--- config.mk ---
export PLATFORM = sky130hd
export DESIGN_NAME = perip_reg_fifo_bank_flat
export DESIGN_NICKNAME = d
export VERILOG_FILES = /design/src/rtl/perip_reg_fifo_bank_if.sv /design/src/rtl/perip_reg_fifo_bank.sv /design/src/flat_wrapper.sv
export SDC_FILE = /design/constraint.sdc
export NUM_CORES = 1
export LEC_CHECK = 0
export ABC_AREA = 1
export CAP_MARGIN = 20
export CORE_AREA = 2 2 146 290
export DETAILED_ROUTE_END_ITERATION = 7
export DIE_AREA = 0 0 148 292
export GPL_TIMING_DRIVEN = 1
export PLACE_DENSITY_LB_ADDON = 0.15
export REMOVE_ABC_BUFFERS = 1
export SYNTH_ARGS = -nofsm -noshare
export SYNTH_HDL_FRONTEND = slang
export SYNTH_SLANG_ARGS = --single-unit
--- constraint.sdc ---
create_clock -name clk_i -period 9.1 [get_ports clk_i]
set_clock_uncertainty 0.15 [all_clocks]
set_input_delay 1.82 -clock clk_i [delete_from_list [all_inputs] [get_ports clk_i]]
set_output_delay 1.82 -clock clk_i [all_outputs]
set_load 0.02 [all_outputs]
--- src/rtl/perip_reg_fifo_bank_if.sv ---
// System-bus side of the peripheral register bank: strobes, byte enables,
// address and data in both directions.
interface perip_reg_fifo_bank_if;
  logic        write_bus;
  logic        read_bus;
  logic [3:0]  be_bus;
  logic [31:0] addr_bus;
  logic [31:0] data_i_bus;
  logic [31:0] data_o_bus;

  modport master (
    output write_bus, read_bus, be_bus, addr_bus, data_i_bus,
    input  data_o_bus
  );

  modport slave (
    input  write_bus, read_bus, be_bus, addr_bus, data_i_bus,
    output data_o_bus
  );
endinterface

--- src/rtl/perip_reg_fifo_bank.sv ---
// Peripheral register bank: NREG general registers shared by bus and core,
// sticky W1C status, interrupt enables with registered irq, and an RX FIFO.
module perip_reg_fifo_bank #(
  parameter int              NREG        = 4,
  parameter logic [NREG-1:0] ALLOW_WRITE = {NREG{1'b1}},
  parameter int              STA_W       = 8,
  parameter int              FIFO_DEPTH  = 8
) (
  input  logic                clk_i,
  input  logic                rst_i,
  perip_reg_fifo_bank_if.slave bus,
  input  logic                write_perip,
  input  logic [31:0]         wraddr_perip,
  input  logic [31:0]         data_i_perip,
  input  logic [31:0]         rdaddr_perip,
  output logic [31:0]         data_o_perip,
  input  logic [STA_W-1:0]    sta_set_i,
  input  logic                rx_push_i,
  input  logic [31:0]         rx_data_i,
  output logic                rx_full_o,
  output logic [31:0]         ctrl_o,
  output logic                irq_o
);
  localparam int AW = $clog2(FIFO_DEPTH);
  localparam int LW = AW + 1;
  localparam logic [29:0] STA_A = 30'(NREG);
  localparam logic [29:0] IEN_A = 30'(NREG + 1);
  localparam logic [29:0] RXD_A = 30'(NREG + 2);
  localparam logic [29:0] RXS_A = 30'(NREG + 3);

  logic [29:0] bus_word, wr_word, rd_word;
  logic [31:0] lane_mask;
  logic        unused_addr_bits;

  assign bus_word  = bus.addr_bus[31:2];
  assign wr_word   = wraddr_perip[31:2];
  assign rd_word   = rdaddr_perip[31:2];
  assign lane_mask = {{8{bus.be_bus[3]}}, {8{bus.be_bus[2]}},
                      {8{bus.be_bus[1]}}, {8{bus.be_bus[0]}}};
  assign unused_addr_bits = ^{bus.addr_bus[1:0], wraddr_perip[1:0], rdaddr_perip[1:0]};

  // General registers: peripheral writes the whole word, bus bytes override it
  logic [NREG-1:0][31:0] regs_q;

  generate
    for (genvar gi = 0; gi < NREG; gi++) begin : g_reg
      logic [31:0] q_reg, q_next;

      always_comb begin
        q_next = q_reg;
        if (write_perip && wr_word == 30'(gi))
          q_next = data_i_perip;
        if (ALLOW_WRITE[gi] && bus.write_bus && bus_word == 30'(gi))
          q_next = (q_next & ~lane_mask) | (bus.data_i_bus & lane_mask);
      end

      always_ff @(posedge clk_i or posedge rst_i) begin
        if (rst_i) q_reg <= '0;
        else       q_reg <= q_next;
      end

      assign regs_q[gi] = q_reg;
    end
  endgenerate

  logic [STA_W-1:0] sta_reg, sta_next, sta_clr;
  logic [31:0]      ien_reg, ien_next;

  always_comb begin
    sta_clr = '0;
    if (bus.write_bus && bus_word == STA_A)
      sta_clr = bus.data_i_bus[STA_W-1:0] & lane_mask[STA_W-1:0];
    sta_next = (sta_reg & ~sta_clr) | sta_set_i;

    ien_next = ien_reg;
    if (bus.write_bus && bus_word == IEN_A)
      ien_next = (ien_reg & ~lane_mask) | (bus.data_i_bus & lane_mask);
  end

  // RX FIFO; a pop frees a slot in the same cycle, so push+pop when full is legal
  logic [31:0]   fifo_mem [FIFO_DEPTH];
  logic [AW-1:0] wr_ptr_reg, rd_ptr_reg;
  logic [LW-1:0] level_reg, level_next;
  logic          empty_reg, full_reg, ovf_reg, ovf_next;
  logic          pop, push, ovf_set, ovf_clr, irq_reg, irq_next;

  always_comb begin
    pop        = bus.read_bus && bus_word == RXD_A && !empty_reg;
    push       = rx_push_i && (!full_reg || pop);
    ovf_set    = rx_push_i && full_reg && !pop;
    ovf_clr    = bus.write_bus && bus_word == RXS_A && bus.be_bus[2] && bus.data_i_bus[18];
    level_next = level_reg + LW'(push) - LW'(pop);
    ovf_next   = ovf_set | (ovf_reg & ~ovf_clr);
    irq_next   = (|(sta_reg & ien_reg[STA_W-1:0])) | (ien_reg[30] & ovf_reg)
               | (ien_reg[31] & ~empty_reg);
  end

  always_ff @(posedge clk_i) begin
    if (push) fifo_mem[wr_ptr_reg] <= rx_data_i;
  end

  always_ff @(posedge clk_i or posedge rst_i) begin
    if (rst_i) begin
      sta_reg    <= '0;
      ien_reg    <= '0;
      wr_ptr_reg <= '0;
      rd_ptr_reg <= '0;
      level_reg  <= '0;
      empty_reg  <= 1'b1;
      full_reg   <= 1'b0;
      ovf_reg    <= 1'b0;
      irq_reg    <= 1'b0;
    end else begin
      sta_reg   <= sta_next;
      ien_reg   <= ien_next;
      if (push) wr_ptr_reg <= wr_ptr_reg + 1'b1;
      if (pop)  rd_ptr_reg <= rd_ptr_reg + 1'b1;
      level_reg <= level_next;
      empty_reg <= (level_next == '0);
      full_reg  <= (level_next == LW'(FIFO_DEPTH));
      ovf_reg   <= ovf_next;
      irq_reg   <= irq_next;
    end
  end

  function automatic logic [31:0] read_word(input logic [29:0] w);
    logic [31:0] v;
    v = '0;
    for (int i = 0; i < NREG; i++)
      if (w == 30'(i)) v = regs_q[i];
    if (w == STA_A) v = 32'(sta_reg);
    if (w == IEN_A) v = ien_reg;
    if (w == RXD_A) v = empty_reg ? 32'd0 : fifo_mem[rd_ptr_reg];
    if (w == RXS_A) v = {13'd0, ovf_reg, full_reg, empty_reg, 16'(level_reg)};
    return v;
  endfunction

  always_comb begin
    bus.data_o_bus = read_word(bus_word);
    data_o_perip   = read_word(rd_word);
  end

  assign ctrl_o    = regs_q[0];
  assign irq_o     = irq_reg;
  assign rx_full_o = full_reg;
endmodule

--- src/flat_wrapper.sv ---
// flat-port wrapper written by rule: the top's interface ports become plain ports
module perip_reg_fifo_bank_flat 
#(
  parameter int              NREG        = 4,
  parameter logic [NREG-1:0] ALLOW_WRITE = {NREG{1'b1}},
  parameter int              STA_W       = 8,
  parameter int              FIFO_DEPTH  = 8
)
  (clk_i, rst_i, write_perip, wraddr_perip, data_i_perip, rdaddr_perip, data_o_perip, sta_set_i, rx_push_i, rx_data_i, rx_full_o, ctrl_o, irq_o, bus_write_bus, bus_read_bus, bus_be_bus, bus_addr_bus, bus_data_i_bus, bus_data_o_bus);
  perip_reg_fifo_bank_if bus_i ();
  input  logic clk_i;
  input  logic rst_i;
  input  logic write_perip;
  input  logic [31:0] wraddr_perip;
  input  logic [31:0] data_i_perip;
  input  logic [31:0] rdaddr_perip;
  output logic [31:0] data_o_perip;
  input  logic [STA_W-1:0] sta_set_i;
  input  logic rx_push_i;
  input  logic [31:0] rx_data_i;
  output logic rx_full_o;
  output logic [31:0] ctrl_o;
  output logic irq_o;
  input wire logic [$bits(bus_i.write_bus)-1:0] bus_write_bus;
  input wire logic [$bits(bus_i.read_bus)-1:0] bus_read_bus;
  input wire logic [$bits(bus_i.be_bus)-1:0] bus_be_bus;
  input wire logic [$bits(bus_i.addr_bus)-1:0] bus_addr_bus;
  input wire logic [$bits(bus_i.data_i_bus)-1:0] bus_data_i_bus;
  output wire logic [$bits(bus_i.data_o_bus)-1:0] bus_data_o_bus;
  assign bus_i.write_bus = bus_write_bus;
  assign bus_i.read_bus = bus_read_bus;
  assign bus_i.be_bus = bus_be_bus;
  assign bus_i.addr_bus = bus_addr_bus;
  assign bus_i.data_i_bus = bus_data_i_bus;
  assign bus_data_o_bus = bus_i.data_o_bus;
  perip_reg_fifo_bank #(.NREG(NREG), .ALLOW_WRITE(ALLOW_WRITE), .STA_W(STA_W), .FIFO_DEPTH(FIFO_DEPTH)) u_core (.clk_i(clk_i), .rst_i(rst_i), .bus(bus_i), .write_perip(write_perip), .wraddr_perip(wraddr_perip), .data_i_perip(data_i_perip), .rdaddr_perip(rdaddr_perip), .data_o_perip(data_o_perip), .sta_set_i(sta_set_i), .rx_push_i(rx_push_i), .rx_data_i(rx_data_i), .rx_full_o(rx_full_o), .ctrl_o(ctrl_o), .irq_o(irq_o));
endmodule
==> results.md, run 1 <==
Status:
- The flow ran to the end, and the final reports show no timing, DRC or antenna violations.

Critical path:
- At the worst endpoint, the required time is 7130 ps.
- Of all nets on the critical path, the largest fanout is 27.
- The highest cell delay on the worst timing path is 790 ps.
- The startpoint type of the worst setup path is an input port.
- The family of cells with the greatest summed delay on the critical path is buffers and inverters.
- The data arrival time at the worst-slack endpoint is 5740 ps.
- The type of the setup path with the least slack is input port to output pin.
- The worst path buffer plus inverter count is 5.
- The startpoint identified for the worst register-to-register timing path is u_core.empty_reg.
- By instance count, the cell type seen most on the critical path is nand2_1.
- In this run the critical register-to-register path is captured at u_core.rx_full_o.
- The signal on the critical path passes through clkdlybuf4s50_1 > inv_1 > nor2_1 > nand2_1 > nor2_1 > buf_4 > inv_2 > nand3_1 > o211ai_1 > nand2_1 > nand3_1 > nand2_1 > o21ai_1 > clkdlybuf4s50_1.
- The worst register-to-register path has a depth of 10.
- The slowest stage of the critical path is the nor2_1 cell.
- The critical path crosses 14 cells after its start point.
- Across all register-to-register paths, the minimum setup slack is 6390 ps.
- The worst setup path is captured at an output pin.

Min path:
- Counting instances, the worst hold path has a depth of 1.
- The classification of the worst-slack hold path is register to register.

Floorplan:
- In this run the count of I/O pins placed on the die edge is 308.
- The starting density of the core is 0.555.
- The overall die width is 148 um.
- In this run the vertical extent of the chip is 292 um.
- The floorplan step defined a core boundary enclosing 41,000 um2.
- The die covers 43,200 um2.
- The floorplan has 105 rows.

Finish:
- The growth of design area from synthesis to finish is 20.9%.
- In the final design database the tool counted 3,137 nets.
- The register with the most flip-flops in the layout has 256 of them.
- In the final layout, the share of cells above drive strength 1 is 0.0610.
- The core utilization of the finished layout is 0.670.

Yosys:
- The synthesized instance count is 2,686.
- After synthesis the netlist holds a flip-flop and latch count of 438.
- The most instantiated flip-flop cell in the synthesis netlist is edfxtp_1.
- Yosys instantiated no cell more often than nand2_1.
- The share of synthesized area in the top cell type comes to 0.338.
- After synthesis, the share of flip-flops with an asynchronous set or reset is 0.416.
- By area the synthesized netlist is led by edfxtp_1 34%, dfrtp_1 20%, nand2_1 9.7%.
- Yosys mapped the design onto 53 distinct sky130hd cell types.
- The dominant cell type by area after synthesis is edfxtp_1.
- The average size of a mapped cell is 8.46 um2.
- The share of the Yosys chip area taken by registers is 0.539.
- During synthesis, Yosys emitted a total of 0 warnings.
- The total standard cell area after synthesis is 22,700 um2.
- Counting instances in the post-synthesis netlist gives the leading cell types as 586 x nand2_1, 394 x o21ai_0, 333 x nor2_1, 256 x edfxtp_1, 214 x inv_1.
- Counting flops with a built-in enable in the synthesized netlist gives 256.

GRT:
- The global router's overall resource usage is 0.369.
- The number of antenna violations at the first check in global routing is 4.
- The overall overflow remaining after global route is 0.
- Entering global routing, the biggest net connects 82 pins.
- The first global-routing pass estimated 121 mm of wire.
- The number of global-route vias before repair is 21,300.

Power:
- The fraction of power spent switching nets is 0.251.
- Of the total power, the clock network draws 0.368.
- The analysis attributes to cell leakage a power of 11.3 nW.
- The sequential power share is 0.529.
- The analysis attributes to net switching a power of 0.00111 W.
- The ratio of total power to cell area is 160 nW/um2.
- IR analysis of the VDD net gives a maximum drop of 0.000179 V.
- The combinational group share of total power is 0.104.
- The post-route total power is 0.00441 W.
- The internal power is 0.00330 W.

Clock network:
- The number of levels in the clock H-tree is 2.
- The number of cells upsized or downsized after cts is 0.
- The clock tree buffer depth is 3.
- The clock root buffer is clkbuf_16.
- The clock tree from TritonCTS is built.
- The total clock buffers created by CTS is 40.
- Clock latency on the worst-skew pair, taken at its later pin, is 570 ps.
- After clock tree synthesis, the clock-pin slew on the worst setup and hold paths is 60 ps.
- In this run the post-CTS setup repair buffer count came out at 0.
- The clock net sink count is 438.
- The hold-fix buffer count after cts is 0.

Timing:
- The number of max-slew violations in the final report is 0.
- The headroom to the max-slew limit is 0.266.
- Setup repair after global routing left no endpoint under its margin.
- Based on the critical path, the design can be clocked at up to 0.130 GHz.
- Adding up every negative setup slack in the final design gives 0 ps.
- Across all setup checks in the final design, the least slack found is 1390 ps.
- The final hold violation count is 0.
- Setup violations remaining at the end of the flow were counted as 0.
- At the pin with the least slew margin, the transition time is 1100 ps.
- The post-route clock period utilization is 0.848.
- Hold is met by 372 ps.
- The clock period minus worst slack is 7710 ps.

Place:
- Routability-driven placement finished with a final weighted congestion of 0.967.
- Once detailed placement completed, the half-perimeter wirelength came to 53.6 mm.
- Before CTS, the worst setup slack after placement is 1540 ps.
- The number of input and output port buffers inserted is 301.

Drt:
- Wires add up to 82.4 mm.
- The final routed wire length divided by cell count is 23.6 um.
- The pre-antenna-repair detailed-routing pass consisted of 8 iterations.
- The remaining routing DRC violations is 0.
- Using the TritonRoute via totals, the vias-per-cell ratio works out to 6.26.
- The detailed router finished its first iteration with 2,090 violations.
- The final route contains 21,800 vias.
- The post-detailed-route count of antenna-violating nets is 0.

Job:
- The tool flagged a number of max-cap violations equal to 0.
## routing by layer
metal	routed length [um]	up-vias	GRT usage
met3	8890	419	0.0834
li1	-	9655	-
met4	6590	6	0.269
met2	39400	1513	0.615
met1	27500	10200	0.411
met5	35	-	0
## per-stage QoR
stage	cells	area [um2]
after floorplan	2526	22100
after CTS	3483	27400
after detailed placement	3413	26200
final	3487	27500
after global placement	3413	26200
after global routing	3485	27500
## power by group through the flow
stage	Sequential, W	Combinational (W)	Clock, W
global route	0.00234	0.000493	0.00171
floorplan	0.00236	0.000202	0
finish	0.00233	0.000457	0.00162
global placement	0.00236	0.000439	0
detailed placement	0.00237	0.000452	0
CTS	0.00233	0.000455	0.00163
## kinds of logic after synthesis
group | count (synthesis) | share of synthesized area
fa+ha+maj | 6 | 0.00363
buf+inv | 383 | 0.0650
mux | 30 | 0.0149
flops | 438 | 0.539
compound gates | 736 | 0.181
simple gates | 1087 | 0.194
xor+xnor | 6 | 0.00231
## layout by cell type (no fill, tap or decap), types with 22 or more instances in the layout
cell type,count
mux2_2,26
a31oi_1,29
o211ai_1,50
inv_1,211
nor2_1,323
dfrtp_1,180
o221ai_1,25
clkbuf_16,41
a21oi_1,110
clkdlybuf4s50_1,301
o21ai_1,22
o21ai_0,394
nand2_1,582
buf_4,51
edfxtp_1,256
o22ai_1,78
nand3_1,110
## worst max-delay path by stage
stage	from	endpoint	slack (ps)
floorplan	u_core.rd_ptr_reg[0]	data_o_perip[16]	2030
global placement	bus_addr_bus[2]	bus_data_o_bus[6]	1580
detailed placement	bus_addr_bus[2]	bus_data_o_bus[6]	1540
CTS	bus_addr_bus[2]	bus_data_o_bus[6]	1530
global route	bus_addr_bus[2]	bus_data_o_bus[6]	1310
finish	bus_addr_bus[2]	bus_data_o_bus[16]	1390
## layout make-up
| type | count | area [um2] |
|---|---|---|
| fill | 3316 | 13500 |
| multi-input combinational | 1865 | 9070 |
| sequential | 438 | 12200 |
| antenna | 3 | 7.51 |
| clock inverter | 15 | 111 |
| clock buffer | 55 | 1110 |
| inverter | 223 | 842 |
| tap | 535 | 669 |
| timing repair buffer | 353 | 3420 |
(Power assumes the default switching activity.)
==> run 2: changes to the inputs <==
CORE_AREA = 2 2 154 307   (was 2 2 146 290)
DIE_AREA = 0 0 156 309   (was 0 0 148 292)
clock period = 6.8 ns   (was 9.1 ns; I/O delays follow)
==> run 2 against run 1 <==
  * Sequential cell count unchanged
  * Via count shrank 0.62%
  * Non-clock buffer count increased by 12
  * Sequential power up 34%
  * Worst hold slack worse by 16 ps
  * Core utilization is 6.5 points lower
  * Highest routed layer unchanged
==> results.md, run 2 (synthesis results as in run 1) <==
Status:
- The run finished with clean final reports.

Clock network:
- The hold-fix buffer count after cts is 0 (unchanged).
- The clock net sink count is 438 (unchanged).
- The tree is rooted in a clkbuf_16.
- The clock latency on the worst-skew pair was 570 ps (about the same).
- The number of cells upsized or downsized after cts came to 0 (unchanged).
- The post-CTS clock slew at the launch and capture registers of the worst setup and hold paths is 60 ps (about the same).
- The clock tree buffer depth was 3 (unchanged).
- The count of buffers added by post-CTS timing repair for setup is 0 (unchanged).
- The total clock buffers created by CTS came to 40 (unchanged).
- The number of levels in the clock H-tree is 2 (unchanged).
- The clock tree from TritonCTS is built.

Finish:
- The proportion of layout cells with a drive suffix above 1 is 0.0675 (+0.00644).
- Relative to the synthesized area, the layout overhead comes to 21.7%.
- The count of nets after finishing is 3,149 (+0.38%).
- In the layout the commonest cells are 583 x nand2_1, 394 x o21ai_0, 323 x nor2_1, 299 x clkdlybuf4s50_1, 256 x edfxtp_1.
- The filler cell count was 3,930 (+19%).
- The flip-flop count of the largest register, all copies and words added is 256 (unchanged).
- The library cell used most frequently in the layout, excluding fill and tap cells, is nand2_1.

Critical path:
- The endpoint identified for the worst register-to-register timing path is u_core.rx_full_o.
- The required time reported for the critical path endpoint is 5290 ps (-1840 ps).
- The worst reg-to-reg setup slack is 3900 ps (-2490 ps).
- The data arrival time at the worst-slack endpoint came to 4690 ps (-1050 ps).
- The critical path is of the input port to output pin type.
- The biggest fanout along the worst timing path is 17 (-37%).
- The number of cell instances on the worst register-to-register path was 9 (-1).
- The worst setup path is launched from an input port.
- The worst setup path is captured at an output pin.
- The startpoint of the lowest-slack register-to-register path is u_core.empty_reg.

Place:
- The worst-case setup slack after placement is 694 ps (-844 ps).
- The post-DP HPWL came to 54.4 mm (+1.6%).
- The placer's final routability congestion estimate is 0.951 (-1.6%).
- The number of input and output port buffers inserted came to 301 (unchanged).

Power:
- The ratio of total power to cell area is 215 nW/um2 (+34%).
- The leakage power figure is 11.4 nW (+0.85%).
- The largest vdd supply drop was 0.000248 V (+38%).

Floorplan:
- The I/O pin count is 308 (unchanged).
- The die outline height is 309 um (+5.8%).
- The number of placement rows came to 111 (+5.7%).
- The starting density of the core came to 0.497 (-0.0571).
- The total core area was 45,700 um2 (+11%).
- The total die area is 48,200 um2 (+12%).
- The overall die width is 156 um (+5.4%).

Timing:
- The number of endpoints failing setup at the final stage was 0 (unchanged).
- The final hold violation count was 0 (unchanged).
- The highest attainable clock frequency is 0.161 GHz.
- The post-route clock period utilization is 0.911.
- The worst slack on hold paths is 356 ps (-15.7 ps).
- The number of max-slew violations in the final report is 0 (unchanged).
- The slew of the pin with the lowest slew margin is 1020 ps (-85.3 ps).
- Setup repair after global routing left no endpoint under its margin.
- The headroom to the max-slew limit is 0.321 (+0.0553).
- The setup slack after layout came to 604 ps (-781 ps).
- The aggregate negative setup slack is 0 ps (unchanged).
- The clock period minus worst slack is 6200 ps.

Drt:
- The total detailed-routing wirelength is 83.3 mm (+1.2%).
- The total via count after detailed routing was 21,700 (-0.62%).
- The remaining routing DRC violations is 0 (unchanged).
- The final routed wire length divided by cell count is 23.6 um (about the same).
- The average vias per placed instance was 6.15 (-1.8%).
- The first-pass iteration count of the detailed router was 6 (-2).
- The number of DRC violations after detailed-routing iteration 0 is 1,920 (-8.1%).
- The post-detailed-route count of antenna-violating nets was 0 (unchanged).

GRT:
- The met3 layer usage reported by global route was 0.0658 (-0.0176).
- The pin count of the biggest net entering global routing came to 123 (+50%).
- The number of global-route vias before repair is 21,300 (+0.29%).
- After global routing, the most crowded layer is met2.
- The global-route wire length before repair is 123 mm (+2.4%).
- The met1 track utilization from global routing is 0.381 (-0.0306).
- The number of antenna violations at the first check in global routing is 4 (unchanged).
- The overall overflow remaining after global route was 0 (unchanged).
- The met2 layer usage reported by global route is 0.572 (-0.0431).
- The global router's overall resource usage was 0.340 (-0.0290).

Min path:
- The hold-critical path depth is 1 (unchanged).
- The min-delay analysis places its worst path in the category register to register.

Job:
- The number of max-capacitance violations reported is 0 (unchanged).
## run 2: through the flow
stage / instance area, um2 / power [W] / instances / util
floorplan: 22100 / 0.00343 / 2526 / -
global placement: 26400 / 0.00375 / 3456 / 0.578
detailed placement: 26400 / 0.00378 / 3456 / 0.578
CTS: 27700 / 0.00598 / 3529 / 0.606
global route: 27700 / 0.00614 / 3530 / 0.606
finish: 27700 / 0.00596 / 3530 / 0.606
## run 2: area by class of cell
type                    count  area, um2  share of cell area
flip-flops and latches    438      12200               0.443
multi-input cells        1865       9070               0.328
repair buffers            365       3550               0.128
clock buffers              48       1030              0.0373
inverters                 223        842              0.0304
well taps                 565        707              0.0255
clock inverters            25        220             0.00796
diodes                      1       2.50           0.0000904
## run 2: worst max-delay path by stage
stage	startpoint	end	slack [ps]
2_1_floorplan	u_core.rd_ptr_reg[0]	data_o_perip[16]	190
3_3_place_gp	rdaddr_perip[23]	data_o_perip[16]	710
3_5_place_dp	rdaddr_perip[23]	data_o_perip[16]	690
4_1_cts	rdaddr_perip[23]	data_o_perip[16]	690
5_1_grt	rdaddr_perip[23]	data_o_perip[16]	440
6_report	rdaddr_perip[23]	data_o_perip[17]	600
## run 2: where the power goes
group          internal [W]  total, W  leakage [nW]  switching, W
Combinational      0.000214  0.000615          6.13      0.000401
Clock               0.00121   0.00223         0.612       0.00102
Sequential          0.00305   0.00312          4.61     0.0000651
## run 2: worst max-delay path, stage by stage
cell             delay [ps]
clkdlybuf4s50_1         400
nor2_1                  140
nand2_1                  70
nor2_1                   90
nand2_1                 150
nor2_4                  220
nand2_1                 150
nor2_4                  380
inv_1                   130
nand2_1                 130
buf_4                   330
nor2_1                   70
o21ai_0                  80
nand3_1                 230
nand2_1                 130
nand2_1                  70
clkdlybuf4s50_1         550
## run 2: per-layer routing
metal / wire, um / up-vias
met5: 42 / -
met3: 8090 / 402
met2: 39900 / 1399
met1: 28400 / 10200
met4: 6890 / 6
li1: - / 9690
